$ cat config.mk
export PLATFORM = sky130hd
export DESIGN_NAME = spi_xfer_ctrl
export DESIGN_NICKNAME = d
export VERILOG_FILES = /design/src/rtl/spi_pkg.sv /design/src/rtl/spi_bit_timer.sv /design/src/rtl/spi_xfer_ctrl.sv
export SDC_FILE = /design/constraint.sdc
export NUM_CORES = 1
export LEC_CHECK = 0
export CAP_MARGIN = 20
export CORE_MARGIN = 3
export CORE_UTILIZATION = 40
export DETAILED_ROUTE_END_ITERATION = 8
export GPL_TIMING_DRIVEN = 0
export MAX_ROUTING_LAYER = met4
export SYNTH_ARGS = -nofsm -noshare
export SYNTH_HDL_FRONTEND = slang
export SYNTH_SLANG_ARGS = --single-unit
$ cat constraint.sdc
create_clock -name clock_i -period 2.51 [get_ports clock_i]
set_clock_uncertainty 0.05 [all_clocks]
set_input_delay 0.753 -clock clock_i [delete_from_list [all_inputs] [get_ports clock_i]]
set_output_delay 0.753 -clock clock_i [all_outputs]
set_load 0.01 [all_outputs]
$ cat src/rtl/spi_pkg.sv
// spi_pkg: shared definitions for the SPI transaction controller.
//   spi_state_t  - controller FSM states
//   SPI_CPOL/CPHA - SPI mode 0 constants (SCLK idles low)
//   half_cycles() - clocks per SCLK phase for a given EXP_FACTOR
//   half_cnt_w()  - width of the phase counter (at least 1 bit)
package spi_pkg;

    typedef enum logic [2:0] {
        IDLE     = 3'd0,
        CS_SETUP = 3'd1,
        SHIFT    = 3'd2,
        CS_HOLD  = 3'd3,
        GAP      = 3'd4
    } spi_state_t;

    localparam logic SPI_CPOL = 1'b0;
    localparam logic SPI_CPHA = 1'b0;

    function automatic int unsigned half_cycles(input int unsigned exp_factor);
        return 32'd1 << (exp_factor - 32'd1);
    endfunction

    // Counter runs 0..HALF-1, i.e. exp_factor-1 bits; HALF=1 still needs one bit.
    function automatic int unsigned half_cnt_w(input int unsigned exp_factor);
        return (exp_factor > 32'd1) ? (exp_factor - 32'd1) : 32'd1;
    endfunction

endpackage

$ cat src/rtl/spi_bit_timer.sv
// spi_bit_timer: SCLK phase timer, active only while the controller shifts.
//   clk, rst  - system clock, synchronous active-high reset
//   en        - high while the FSM is in SHIFT; low clears all counters
//   rise_stb  - the coming edge ends a low phase (SCLK should go high)
//   fall_stb  - the coming edge ends a high phase (SCLK low, sample, advance)
//   bit_idx   - index of the bit period in progress, 0 = MSB
module spi_bit_timer
    import spi_pkg::*;
#(
    parameter int unsigned DATA_W     = 24,
    parameter int unsigned EXP_FACTOR = 6
) (
    input  logic                      clk,
    input  logic                      rst,
    input  logic                      en,
    output logic                      rise_stb,
    output logic                      fall_stb,
    output logic [$clog2(DATA_W)-1:0] bit_idx
);

    localparam int unsigned HALF = half_cycles(EXP_FACTOR);
    localparam int unsigned HC_W = half_cnt_w(EXP_FACTOR);
    localparam int unsigned BI_W = $clog2(DATA_W);

    logic [HC_W-1:0] half_cnt;
    logic            phase_hi;
    logic            half_done;
    logic            last_bit;

    assign half_done = en && (half_cnt == HC_W'(HALF - 1));
    assign rise_stb  = half_done && !phase_hi;
    assign fall_stb  = half_done && phase_hi;
    assign last_bit  = (bit_idx == BI_W'(DATA_W - 1));

    always_ff @(posedge clk) begin
        if (rst || !en) begin
            half_cnt <= '0;
            phase_hi <= 1'b0;
            bit_idx  <= '0;
        end else if (half_done) begin
            half_cnt <= '0;
            phase_hi <= !phase_hi;
            // Index saturates on the last bit; the FSM leaves SHIFT on that edge.
            if (phase_hi && !last_bit) begin
                bit_idx <= bit_idx + BI_W'(1);
            end
        end else begin
            half_cnt <= half_cnt + HC_W'(1);
        end
    end

endmodule

$ cat src/rtl/spi_xfer_ctrl.sv
// spi_xfer_ctrl: one SPI mode-0 transaction per accepted request.
//   clock_i, reset_i       - system clock, synchronous active-high reset
//   req_valid_i/ready_o    - request handshake; tx_data_i latched on accept
//   rsp_valid_o, rx_data_o - one-cycle response pulse, rx word held after
//   busy_o                 - high whenever not IDLE
//   SCLK_o, CS_n_o, MOSI_o - SPI outputs (all registered); MISO_i - SPI input
// Sequence: IDLE -> CS_SETUP -> SHIFT -> CS_HOLD -> GAP -> IDLE.
module spi_xfer_ctrl
    import spi_pkg::*;
#(
    parameter int unsigned DATA_W       = 24,
    parameter int unsigned EXP_FACTOR   = 6,
    parameter int unsigned CS_SETUP_CYC = 4,
    parameter int unsigned CS_HOLD_CYC  = 4,
    parameter int unsigned CS_GAP_CYC   = 8
) (
    input  logic              clock_i,
    input  logic              reset_i,
    input  logic              req_valid_i,
    output logic              req_ready_o,
    input  logic [DATA_W-1:0] tx_data_i,
    output logic              rsp_valid_o,
    output logic [DATA_W-1:0] rx_data_o,
    output logic              busy_o,
    output logic              SCLK_o,
    output logic              CS_n_o,
    output logic              MOSI_o,
    input  logic              MISO_i
);

    localparam int unsigned PH_MAX_SH = (CS_SETUP_CYC > CS_HOLD_CYC) ? CS_SETUP_CYC : CS_HOLD_CYC;
    localparam int unsigned PH_MAX    = (PH_MAX_SH > CS_GAP_CYC) ? PH_MAX_SH : CS_GAP_CYC;
    localparam int unsigned PH_W      = (PH_MAX > 1) ? $clog2(PH_MAX) : 1;
    localparam int unsigned BI_W      = $clog2(DATA_W);

    spi_state_t        state;
    logic [PH_W-1:0]   ph_cnt;
    logic [DATA_W-1:0] tx_sr;
    logic [DATA_W-1:0] rx_sr;
    logic              rise_stb;
    logic              fall_stb;
    logic [BI_W-1:0]   bit_idx;
    logic              last_bit;

    assign last_bit = (bit_idx == BI_W'(DATA_W - 1));

    spi_bit_timer #(
        .DATA_W    (DATA_W),
        .EXP_FACTOR(EXP_FACTOR)
    ) u_bit_timer (
        .clk     (clock_i),
        .rst     (reset_i),
        .en      (state == SHIFT),
        .rise_stb(rise_stb),
        .fall_stb(fall_stb),
        .bit_idx (bit_idx)
    );

    always_ff @(posedge clock_i) begin
        if (reset_i) begin
            state       <= IDLE;
            ph_cnt      <= '0;
            tx_sr       <= '0;
            rx_sr       <= '0;
            req_ready_o <= 1'b1;
            rsp_valid_o <= 1'b0;
            rx_data_o   <= '0;
            busy_o      <= 1'b0;
            SCLK_o      <= SPI_CPOL;
            CS_n_o      <= 1'b1;
            MOSI_o      <= 1'b0;
        end else begin
            rsp_valid_o <= 1'b0;
            case (state)
                IDLE: begin
                    if (req_valid_i && req_ready_o) begin
                        state       <= CS_SETUP;
                        ph_cnt      <= '0;
                        tx_sr       <= tx_data_i;
                        req_ready_o <= 1'b0;
                        busy_o      <= 1'b1;
                        CS_n_o      <= 1'b0;
                        MOSI_o      <= tx_data_i[DATA_W-1];
                    end
                end
                CS_SETUP: begin
                    if (ph_cnt == PH_W'(CS_SETUP_CYC - 1)) begin
                        state  <= SHIFT;
                        ph_cnt <= '0;
                    end else begin
                        ph_cnt <= ph_cnt + PH_W'(1);
                    end
                end
                SHIFT: begin
                    if (rise_stb) begin
                        SCLK_o <= 1'b1;
                    end
                    // Falling edge: sample MISO, then either advance MOSI or finish
                    // (MOSI keeps the final bit through CS_HOLD).
                    if (fall_stb) begin
                        SCLK_o <= SPI_CPOL;
                        rx_sr  <= {rx_sr[DATA_W-2:0], MISO_i};
                        if (last_bit) begin
                            state  <= CS_HOLD;
                            ph_cnt <= '0;
                        end else begin
                            tx_sr  <= tx_sr << 1;
                            MOSI_o <= tx_sr[DATA_W-2];
                        end
                    end
                end
                CS_HOLD: begin
                    if (ph_cnt == PH_W'(CS_HOLD_CYC - 1)) begin
                        state       <= GAP;
                        ph_cnt      <= '0;
                        CS_n_o      <= 1'b1;
                        MOSI_o      <= 1'b0;
                        rx_data_o   <= rx_sr;
                        rsp_valid_o <= 1'b1;
                    end else begin
                        ph_cnt <= ph_cnt + PH_W'(1);
                    end
                end
                GAP: begin
                    if (ph_cnt == PH_W'(CS_GAP_CYC - 1)) begin
                        state       <= IDLE;
                        ph_cnt      <= '0;
                        req_ready_o <= 1'b1;
                        busy_o      <= 1'b0;
                    end else begin
                        ph_cnt <= ph_cnt + PH_W'(1);
                    end
                end
                default: begin
                    state <= IDLE;
                end
            endcase
        end
    end

endmodule

==> metrics.txt, run 1 <==
# TYPE chip_impl_metric gauge
chip_impl_metric{name="pin_slew_with_the_least_headroom_to_its_limit",unit="ns"} 0.707
chip_impl_metric{name="cpPeakStageDelay",unit="ns"} 0.36
chip_impl_metric{name="leakagePower",unit="nW"} 1.67
chip_impl_metric{name="timing.critical_path.arrival",unit="ns"} 2.46
chip_impl_metric{name="layout.filler_cells",unit=""} 951
chip_impl_metric{name="antenna_left",unit=""} 0
chip_impl_info{name="rsz_0062_raised_after_global_routing",value="no"} 1
chip_impl_metric{name="async_reset_ff_share",unit="%"} 0
chip_impl_metric{name="finalCriticalPeriod",unit="ns"} 2.22
chip_impl_metric{name="min_path_cells",unit=""} 2
chip_impl_info{name="synthFlopType",value="sky130_fd_sc_hd__dfxtp_1"} 1
chip_impl_metric{name="data_required_critical_path",unit="ns"} 2.74
chip_impl_metric{name="finish.utilization",unit="%"} 50.9
chip_impl_metric{name="synth_area",unit="µm²"} 4040
chip_impl_metric{name="worst_r2r_path_depth",unit=""} 9
chip_impl_metric{name="setup_viol_count_final",unit=""} 0
chip_impl_info{name="clk_root_buffer_cell",value="sky130_fd_sc_hd__clkbuf_8"} 1
chip_impl_metric{name="grt_pass1_vias",unit=""} 3392
chip_impl_metric{name="share_of_synthesized_area_occupied_by_flip_flops_and_latches",unit="%"} 46.6
chip_impl_metric{name="clk_latency",unit="ns"} 0.37
chip_impl_info{name="slowest_stage",value="sky130_fd_sc_hd__dfxtp_1"} 1
chip_impl_info{name="timing_worst_setup_path_type",value="flop to flop"} 1
chip_impl_info{name="hold_path_end",value="rx_data_o[12]"} 1
chip_impl_info{name="hold_start",value="rx_data_o[12]"} 1
chip_impl_info{name="cp_cell_sequence",value="ha_1, and3_1, ha_1, buf_2, nand2_1, nand2_1, buf_2, a21oi_1, a311oi_2"} 1
chip_impl_info{name="hold_path.class",value="flop to flop"} 1
chip_impl_metric{name="routed_wl",unit="µm"} 9030
chip_impl_metric{name="fp.dieArea",unit="µm²"} 11300
chip_impl_info{name="top_area_cells_in_the_synthesized_netlist",value="sky130_fd_sc_hd__dfxtp_1 (47%), sky130_fd_sc_hd__nand2_1 (14%), sky130_fd_sc_hd__a21oi_1 (9.9%)"} 1
chip_impl_metric{name="synth_enable_flop_cells",unit=""} 0
chip_impl_metric{name="post-place-ws",unit="ns"} -0.309
chip_impl_metric{name="grt.total_usage",unit="%"} 17.6
chip_impl_metric{name="mappedNetlistNets",unit=""} 508
chip_impl_metric{name="floorplan.io_pins",unit=""} 58
chip_impl_metric{name="cts_hold_repair.buffers",unit=""} 0
chip_impl_info{name="capture_instance_of_the_worst_register_to_register_path",value="tx_sr[13]"} 1
chip_impl_metric{name="pin_count_of_the_biggest_net_entering_global_routing",unit=""} 17
chip_impl_metric{name="rows",unit=""} 36
chip_impl_metric{name="yosysWarnings",unit=""} 0
chip_impl_metric{name="floorplan.die.height",unit="µm"} 106
chip_impl_metric{name="detail_route.vias_per_cell",unit=""} 5.11
chip_impl_info{name="critPathTopFamily",value="simple AND/OR/NAND/NOR gates"} 1
chip_impl_metric{name="vias",unit=""} 3466
chip_impl_metric{name="crit_path_max_fanout",unit=""} 10
chip_impl_metric{name="port_buffers",unit=""} 56
chip_impl_metric{name="netlist.area_leader.share",unit="%"} 46.6
chip_impl_metric{name="synthesis.area_per_instance",unit="µm²"} 8.53
chip_impl_metric{name="setup.reg_to_reg.worst_slack",unit="ns"} 0.29
chip_impl_metric{name="synth.ff_latch_count",unit=""} 94
chip_impl_metric{name="final-max-slew-violation-count",unit=""} 0
chip_impl_metric{name="grt_pass1_wl",unit="µm"} 15800
chip_impl_metric{name="post-route-worst-setup-slack",unit="ns"} 0.288
chip_impl_metric{name="timing.slew.headroom",unit="%"} 52.9
chip_impl_metric{name="synthesis.instances",unit=""} 473
chip_impl_info{name="synth_top_cell_by_area",value="sky130_fd_sc_hd__dfxtp_1"} 1
chip_impl_metric{name="antenna_found_initial",unit=""} 0
chip_impl_metric{name="drc",unit=""} 0
chip_impl_info{name="critical_path.reg2reg.startpoint",value="u_bit_timer.half_cnt[0]"} 1
chip_impl_metric{name="max_clock_freq",unit="MHz"} 450
chip_impl_metric{name="critical_path_depth",unit=""} 9
chip_impl_metric{name="placeableCoreArea",unit="µm²"} 9770
chip_impl_info{name="crit_path_end_kind",value="flop"} 1
chip_impl_metric{name="irDropWorstVdd",unit="V"} 0.000366
chip_impl_metric{name="cts_buffers",unit=""} 9
chip_impl_metric{name="die_w",unit="µm"} 106
chip_impl_metric{name="area.growth.synth_to_final",unit="%"} 23.3
chip_impl_metric{name="power_density_over_the_cells",unit="nW/µm²"} 767
chip_impl_metric{name="cts_max_path_buffers",unit=""} 2
chip_impl_metric{name="instances_no_fill",unit=""} 678
chip_impl_info{name="tritoncts",value="built"} 1
chip_impl_metric{name="dp.final_hpwl",unit="µm"} 6490
chip_impl_info{name="startpoint_type",value="flop"} 1
chip_impl_metric{name="cp_num_buf_inv",unit=""} 2
chip_impl_metric{name="timing_hold_violations_final",unit=""} 0
chip_impl_metric{name="cts.clk_slew.worst_paths",unit="ns"} 0.09
chip_impl_metric{name="nNetsFinal",unit=""} 576
chip_impl_metric{name="antennaDiodeCount",unit=""} 0
chip_impl_metric{name="detailedRoute.firstIterationViolations",unit=""} 181
chip_impl_metric{name="post-route-period-util",unit="%"} 88.5
chip_impl_metric{name="grt_overflow_total",unit=""} 0
chip_impl_metric{name="drt_first_pass_iters",unit=""} 5
chip_impl_metric{name="cts_max_level",unit=""} 3
chip_impl_metric{name="total_power",unit="mW"} 3.81
chip_impl_metric{name="clkSinkCount",unit=""} 94
chip_impl_metric{name="maxCapViolCount",unit=""} 0
chip_impl_metric{name="fin_tns_setup",unit="ns"} 0
chip_impl_metric{name="number_of_distinct_library_cells_after_synthesis",unit=""} 49
chip_impl_metric{name="initial_utilization",unit="%"} 41.3
chip_impl_metric{name="detail_route.wl_per_cell",unit="µm"} 13.3
chip_impl_metric{name="place_inst",unit=""} 662
chip_impl_metric{name="gp_routability_congestion",unit=""} 0.784
chip_impl_info{name="run_status",value="complete, no violations"} 1
chip_impl_metric{name="post_route_cells_drive_above_1_share",unit="%"} 10.8
## flip-flops by register name, indices dropped and copies added (netlist names), 3 cells and up
signal and count:
u_bit_timer.bit_idx 5, state 3, u_bit_timer.half_cnt 5, rx_sr 24, ph_cnt 3, rx_data_o 24, tx_sr 23
## worst max path at each step
stage | to | startpoint | slack [ns]
finish | tx_sr[13] | u_bit_timer.half_cnt[0] | 0.29
CTS | tx_sr[13] | req_valid_i | 0.08
global route | rx_sr[10] | u_bit_timer.half_cnt[0] | 0.05
floorplan | tx_sr[10] | req_valid_i | 0.41
detailed placement | tx_sr[16] | req_valid_i | -0.31
global placement | tx_sr[11] | req_valid_i | -0.33
## routing by layer
layer | up-vias | track usage, % | wire (µm)
li1 | 1762 | - | -
met1 | 1597 | 22.5 | 4320
met2 | 86 | 27.1 | 4070
met3 | 21 | 2.91 | 414
met4 | 0 | 8.49 | 228
met5 | - | - | 0
## worst reg2reg max path: cells and delay by family, from the launching register on
family,cells,cell delay (ns)
flops,1,0.36
buf+inv,2,0.47
compound gates,2,0.35
simple gates,3,0.59
fa+ha+maj,2,0.33
## cells in the final DEF, fill, tap and decap left out, drive strengths merged, types with 2 or more instances in the layout
cell / netlist / layout
a21o: 2 / 2
a21oi: 81 / 81
a311oi: 25 / 25
a31oi: 2 / 2
a32oi: 2 / 2
and2: 3 / 3
buf: 13 / 14
clkbuf: 22 / 31
clkdlybuf4s50: 0 / 55
clkinv: 0 / 2
dfxtp: 94 / 94
ha: 7 / 7
inv: 8 / 10
nand2: 150 / 150
nand2b: 2 / 2
nand3: 8 / 8
nand3b: 3 / 3
nand4: 2 / 2
nor2: 10 / 10
nor2b: 3 / 3
nor3: 7 / 7
nor3b: 3 / 3
o21ai: 3 / 3
or3b: 2 / 2
xnor2: 4 / 4
xor2: 2 / 2
## report_power, final
group | total, mW | switching (mW) | internal, mW
combinational | 1.07 | 0.591 | 0.475
sequential | 1.72 | 0.0889 | 1.64
clock | 1.02 | 0.557 | 0.466
## stage by stage
step	area, µm²	hold WS (ns)
after floorplan	4040	0.382
after global placement	4760	0.392
after detailed placement	4760	0.397
after CTS	4960	0.410
after global routing	4970	0.430
final	4970	0.406
## cell usage after synthesis, types with 2 or more instances
library cell	instances
sky130_fd_sc_hd__a21o_1	2
sky130_fd_sc_hd__a21oi_1	80
sky130_fd_sc_hd__a311oi_1	4
sky130_fd_sc_hd__a311oi_2	21
sky130_fd_sc_hd__a31oi_1	2
sky130_fd_sc_hd__a32oi_1	2
sky130_fd_sc_hd__and2_1	2
sky130_fd_sc_hd__buf_2	6
sky130_fd_sc_hd__buf_6	6
sky130_fd_sc_hd__clkbuf_1	22
sky130_fd_sc_hd__dfxtp_1	94
sky130_fd_sc_hd__ha_1	7
sky130_fd_sc_hd__inv_1	8
sky130_fd_sc_hd__nand2_1	150
sky130_fd_sc_hd__nand2b_1	2
sky130_fd_sc_hd__nand3_1	8
sky130_fd_sc_hd__nand3b_1	3
sky130_fd_sc_hd__nand4_1	2
sky130_fd_sc_hd__nor2_1	9
sky130_fd_sc_hd__nor2b_1	3
sky130_fd_sc_hd__nor3_1	5
sky130_fd_sc_hd__nor3_2	2
sky130_fd_sc_hd__nor3b_1	2
sky130_fd_sc_hd__o21ai_0	2
sky130_fd_sc_hd__xnor2_1	4
sky130_fd_sc_hd__xor2_1	2
## cell type report
cell class	count	area, µm²	share of cell area (%)
multi-input cells	336	1940	38.9
flip-flops and latches	94	1880	37.8
well taps	133	166	3.35
clock buffers	9	124	2.49
plain buffers	35	195	3.92
clock inverters	6	71.3	1.43
inverters	8	30.0	0.604
repair buffers	57	571	11.5
## timing repair
item | CTS | global route
endpoints found under the setup margin | 0 | 1
buffers inserted | 0 | 1
hold endpoints to repair | 0 | 0
gates resized for setup | 0 | 3
## cell families after synthesis
group                    after synthesis  share of synthesized area, %
AND/OR/NAND/NOR                      199                          21.8
AO/OA/AOI/OAI                        123                          22.4
flip-flops                            94                          46.6
buffers and inverters                 43                          5.40
adder cells (fa/ha/maj)                7                          2.17
XOR/XNOR                               6                          1.30
multiplexers                           1                         0.248
No activity file was read; power rests on OpenSTA's default activity.
==> inputs of run 2 (changes only) <==
Settings changed: SLEW_MARGIN set to 20.
Clock period 2.51 ns to 2.1 ns, I/O delays scaled along.
==> run 2 against run 1 <==
Register-to-register slack worse by 0.19 ns. Via count is 1.1% higher. Total power is 21% higher. Cell count is 0.29% higher. Die area stayed put. Critical path depth is 3 lower. Highest routed layer unchanged. Clock-buffer cell count stayed put. Largest power group unchanged. Worst hold slack hardly changed.
==> metrics.txt, run 2 (synthesis gave the netlist of run 1 again) <==
# TYPE chip_impl_metric gauge
chip_impl_info{name="run_status",value="complete, no violations"} 1
chip_impl_metric{name="initial_utilization",unit="%"} 41.3
chip_impl_metric{name="nNetsFinal",unit=""} 578
chip_impl_metric{name="leakagePower",unit="nW"} 1.71
chip_impl_info{name="reg.largest.list",value="rx_data_o x24, rx_sr x24, tx_sr x23"} 1
chip_impl_metric{name="grt_pass1_vias",unit=""} 3414
chip_impl_metric{name="hold-worst-slack",unit="ns"} 0.406
chip_impl_metric{name="post-route-period-util",unit="%"} 95.8
chip_impl_metric{name="total_power",unit="mW"} 4.61
chip_impl_metric{name="antennaDiodeCount",unit=""} 0
chip_impl_metric{name="vias",unit=""} 3503
chip_impl_info{name="mostFrequentLayoutCells",value="sky130_fd_sc_hd__nand2_1 (147), sky130_fd_sc_hd__dfxtp_1 (93), sky130_fd_sc_hd__a21oi_1 (80)"} 1
chip_impl_metric{name="pin_count_of_the_biggest_net_entering_global_routing",unit=""} 17
chip_impl_info{name="clk_root_buffer_cell",value="sky130_fd_sc_hd__clkbuf_8"} 1
chip_impl_metric{name="drt_first_pass_iters",unit=""} 5
chip_impl_metric{name="timing.slew.headroom",unit="%"} 51.9
chip_impl_metric{name="routed_wl",unit="µm"} 9230
chip_impl_info{name="tritoncts",value="built"} 1
chip_impl_metric{name="data_required_critical_path",unit="ns"} 2.27
chip_impl_metric{name="clk_latency",unit="ns"} 0.37
chip_impl_metric{name="fin_area",unit="µm²"} 5060
chip_impl_metric{name="area_of_the_multi_input_gates",unit="µm²"} 1980
chip_impl_info{name="layout_commonest_cell",value="sky130_fd_sc_hd__nand2_1"} 1
chip_impl_metric{name="floorplan.die.height",unit="µm"} 106
chip_impl_metric{name="cts_max_level",unit=""} 3
chip_impl_info{name="startpoint_type",value="input port"} 1
chip_impl_metric{name="timing.critical_path.arrival",unit="ns"} 2.19
chip_impl_metric{name="gp_routability_congestion",unit=""} 0.784
chip_impl_metric{name="setup_viol_count_final",unit=""} 0
chip_impl_metric{name="finalCriticalPeriod",unit="ns"} 2.01
chip_impl_metric{name="pin_slew_with_the_least_headroom_to_its_limit",unit="ns"} 0.722
chip_impl_metric{name="clkSinkCount",unit=""} 94
chip_impl_metric{name="antenna_found_initial",unit=""} 0
chip_impl_info{name="crit_path_end_kind",value="flop"} 1
chip_impl_metric{name="area.growth.synth_to_final",unit="%"} 25.5
chip_impl_metric{name="detail_route.vias_per_cell",unit=""} 5.15
chip_impl_metric{name="cp_num_buf_inv",unit=""} 2
chip_impl_metric{name="max_clock_freq",unit="MHz"} 497
chip_impl_metric{name="crit_path_max_fanout",unit=""} 10
chip_impl_info{name="critPathTopFamily",value="simple AND/OR/NAND/NOR gates"} 1
chip_impl_metric{name="final-max-slew-violation-count",unit=""} 0
chip_impl_metric{name="rows",unit=""} 36
chip_impl_metric{name="die_w",unit="µm"} 106
chip_impl_metric{name="cpPeakStageDelay",unit="ns"} 0.43
chip_impl_metric{name="grt.total_usage",unit="%"} 17.6
chip_impl_metric{name="detailedRoute.firstIterationViolations",unit=""} 194
chip_impl_metric{name="finish.utilization",unit="%"} 51.8
chip_impl_metric{name="dp.final_hpwl",unit="µm"} 6490
chip_impl_metric{name="maxCapViolCount",unit=""} 0
chip_impl_info{name="hold_path.class",value="flop to flop"} 1
chip_impl_metric{name="power_density_over_the_cells",unit="nW/µm²"} 911
chip_impl_metric{name="grt_overflow_total",unit=""} 0
chip_impl_metric{name="fp.dieArea",unit="µm²"} 11300
chip_impl_metric{name="post_route_cells_drive_above_1_share",unit="%"} 13.5
chip_impl_info{name="timing_worst_setup_path_type",value="input port to flop"} 1
chip_impl_metric{name="irDropWorstVdd",unit="V"} 0.000439
chip_impl_metric{name="floorplan.io_pins",unit=""} 58
chip_impl_metric{name="grt_pass1_wl",unit="µm"} 15800
chip_impl_metric{name="cts.clk_slew.worst_paths",unit="ns"} 0.09
chip_impl_metric{name="port_buffers",unit=""} 56
chip_impl_metric{name="placeableCoreArea",unit="µm²"} 9770
chip_impl_metric{name="cts_max_path_buffers",unit=""} 2
chip_impl_metric{name="timing_hold_violations_final",unit=""} 0
chip_impl_metric{name="detail_route.wl_per_cell",unit="µm"} 13.6
chip_impl_metric{name="cell_area_placed",unit="µm²"} 4760
chip_impl_info{name="slowest_stage",value="sky130_fd_sc_hd__or3b_4"} 1
chip_impl_metric{name="cts_buffers",unit=""} 9
chip_impl_metric{name="layout.filler_cells",unit=""} 940
chip_impl_metric{name="ff_latch_area",unit="µm²"} 1880
chip_impl_metric{name="antenna_left",unit=""} 0
chip_impl_info{name="cp_cell_sequence",value="dlygate4sd2_1, or3b_4, o32ai_4, and2_4, buf_8, a311oi_2"} 1
chip_impl_metric{name="drc",unit=""} 0
-- run 2: cell count changes in the layout (fill, tap and decap cells not counted), sizes merged --
cell,delta
dlygate4sd2,+1
buf,+5
clkbuf,-3
dlymetal6s2s,-1
-- run 2: repair_timing --
action                     in CTS  in global routing
pin swaps                       2                  4
resized for setup              10                 23
setup endpoints to repair      43                 66
buffers inserted                1                  3
hold endpoints to repair        0                  0
hold buffers                    0                  0
-- run 2: area by class of cell --
type	instances	share of cell area (%)
buffer	34	4.35
clock inverter	6	1.41
timing repair buffer	60	11.6
sequential	94	37.2
inverter	8	0.593
multi-input combinational	336	39.1
clock buffer	9	2.45
tap	133	3.29
-- run 2: layer usage --
metal / vias to the layer above / part of all wire, % / global-route usage [%] / wire length, µm
li1: 1761 / - / - / -
met1: 1624 / 47 / 22.4 / 4360
met2: 99 / 46 / 27.4 / 4210
met3: 19 / 5.0 / 2.91 / 459
met4: 0 / 2.2 / 8.49 / 204
met5: - / 0 / - / 0
-- run 2: path summary, 6_finish.rpt --
| path | slack [ns] | endpoint | from | cells after the start |
|---|---|---|---|---|
| max | 0.09 | tx_sr[10] | req_valid_i | 6 |
| min | 0.41 | rx_data_o[12] | rx_data_o[12] | 2 |
| max reg2reg | 0.10 | state[1] | u_bit_timer.half_cnt[0] | 9 |
| min reg2reg | 0.41 | rx_data_o[12] | rx_data_o[12] | 2 |
-- run 2: worst register-to-register path: cells and delay by family (launching register included) --
kind	cells	cell delay [ns]
DFF	1	0.33
AOI/OAI and AO/OA	2	0.44
buffers and inverters	2	0.33
and+or+nand+nor	3	0.37
adders and majority gates	2	0.41
-- run 2: where the power goes --
group / switching, mW / internal [mW] / total [mW] / leakage [nW]
logic: 0.733 / 0.603 / 1.34 / 0.853
registers: 0.106 / 1.96 / 2.06 / 0.763
clock network: 0.660 / 0.556 / 1.22 / 0.0976
total: 1.50 / 3.12 / 4.61 / 1.71
-- run 2: through the flow --
| stage | TNS (ns) | setup slack (ns) | cells |
|---|---|---|---|
| 4_1_cts | 0 | 0.00292 | 678 |
| 6_report | 0 | 0.0876 | 680 |
| 3_5_place_dp | -21.26 | -0.596 | 662 |
| 5_1_grt | -0.0230 | -0.0159 | 680 |
| 2_1_floorplan | 0 | 0.126 | 473 |
| 3_3_place_gp | -20.24 | -0.621 | 662 |
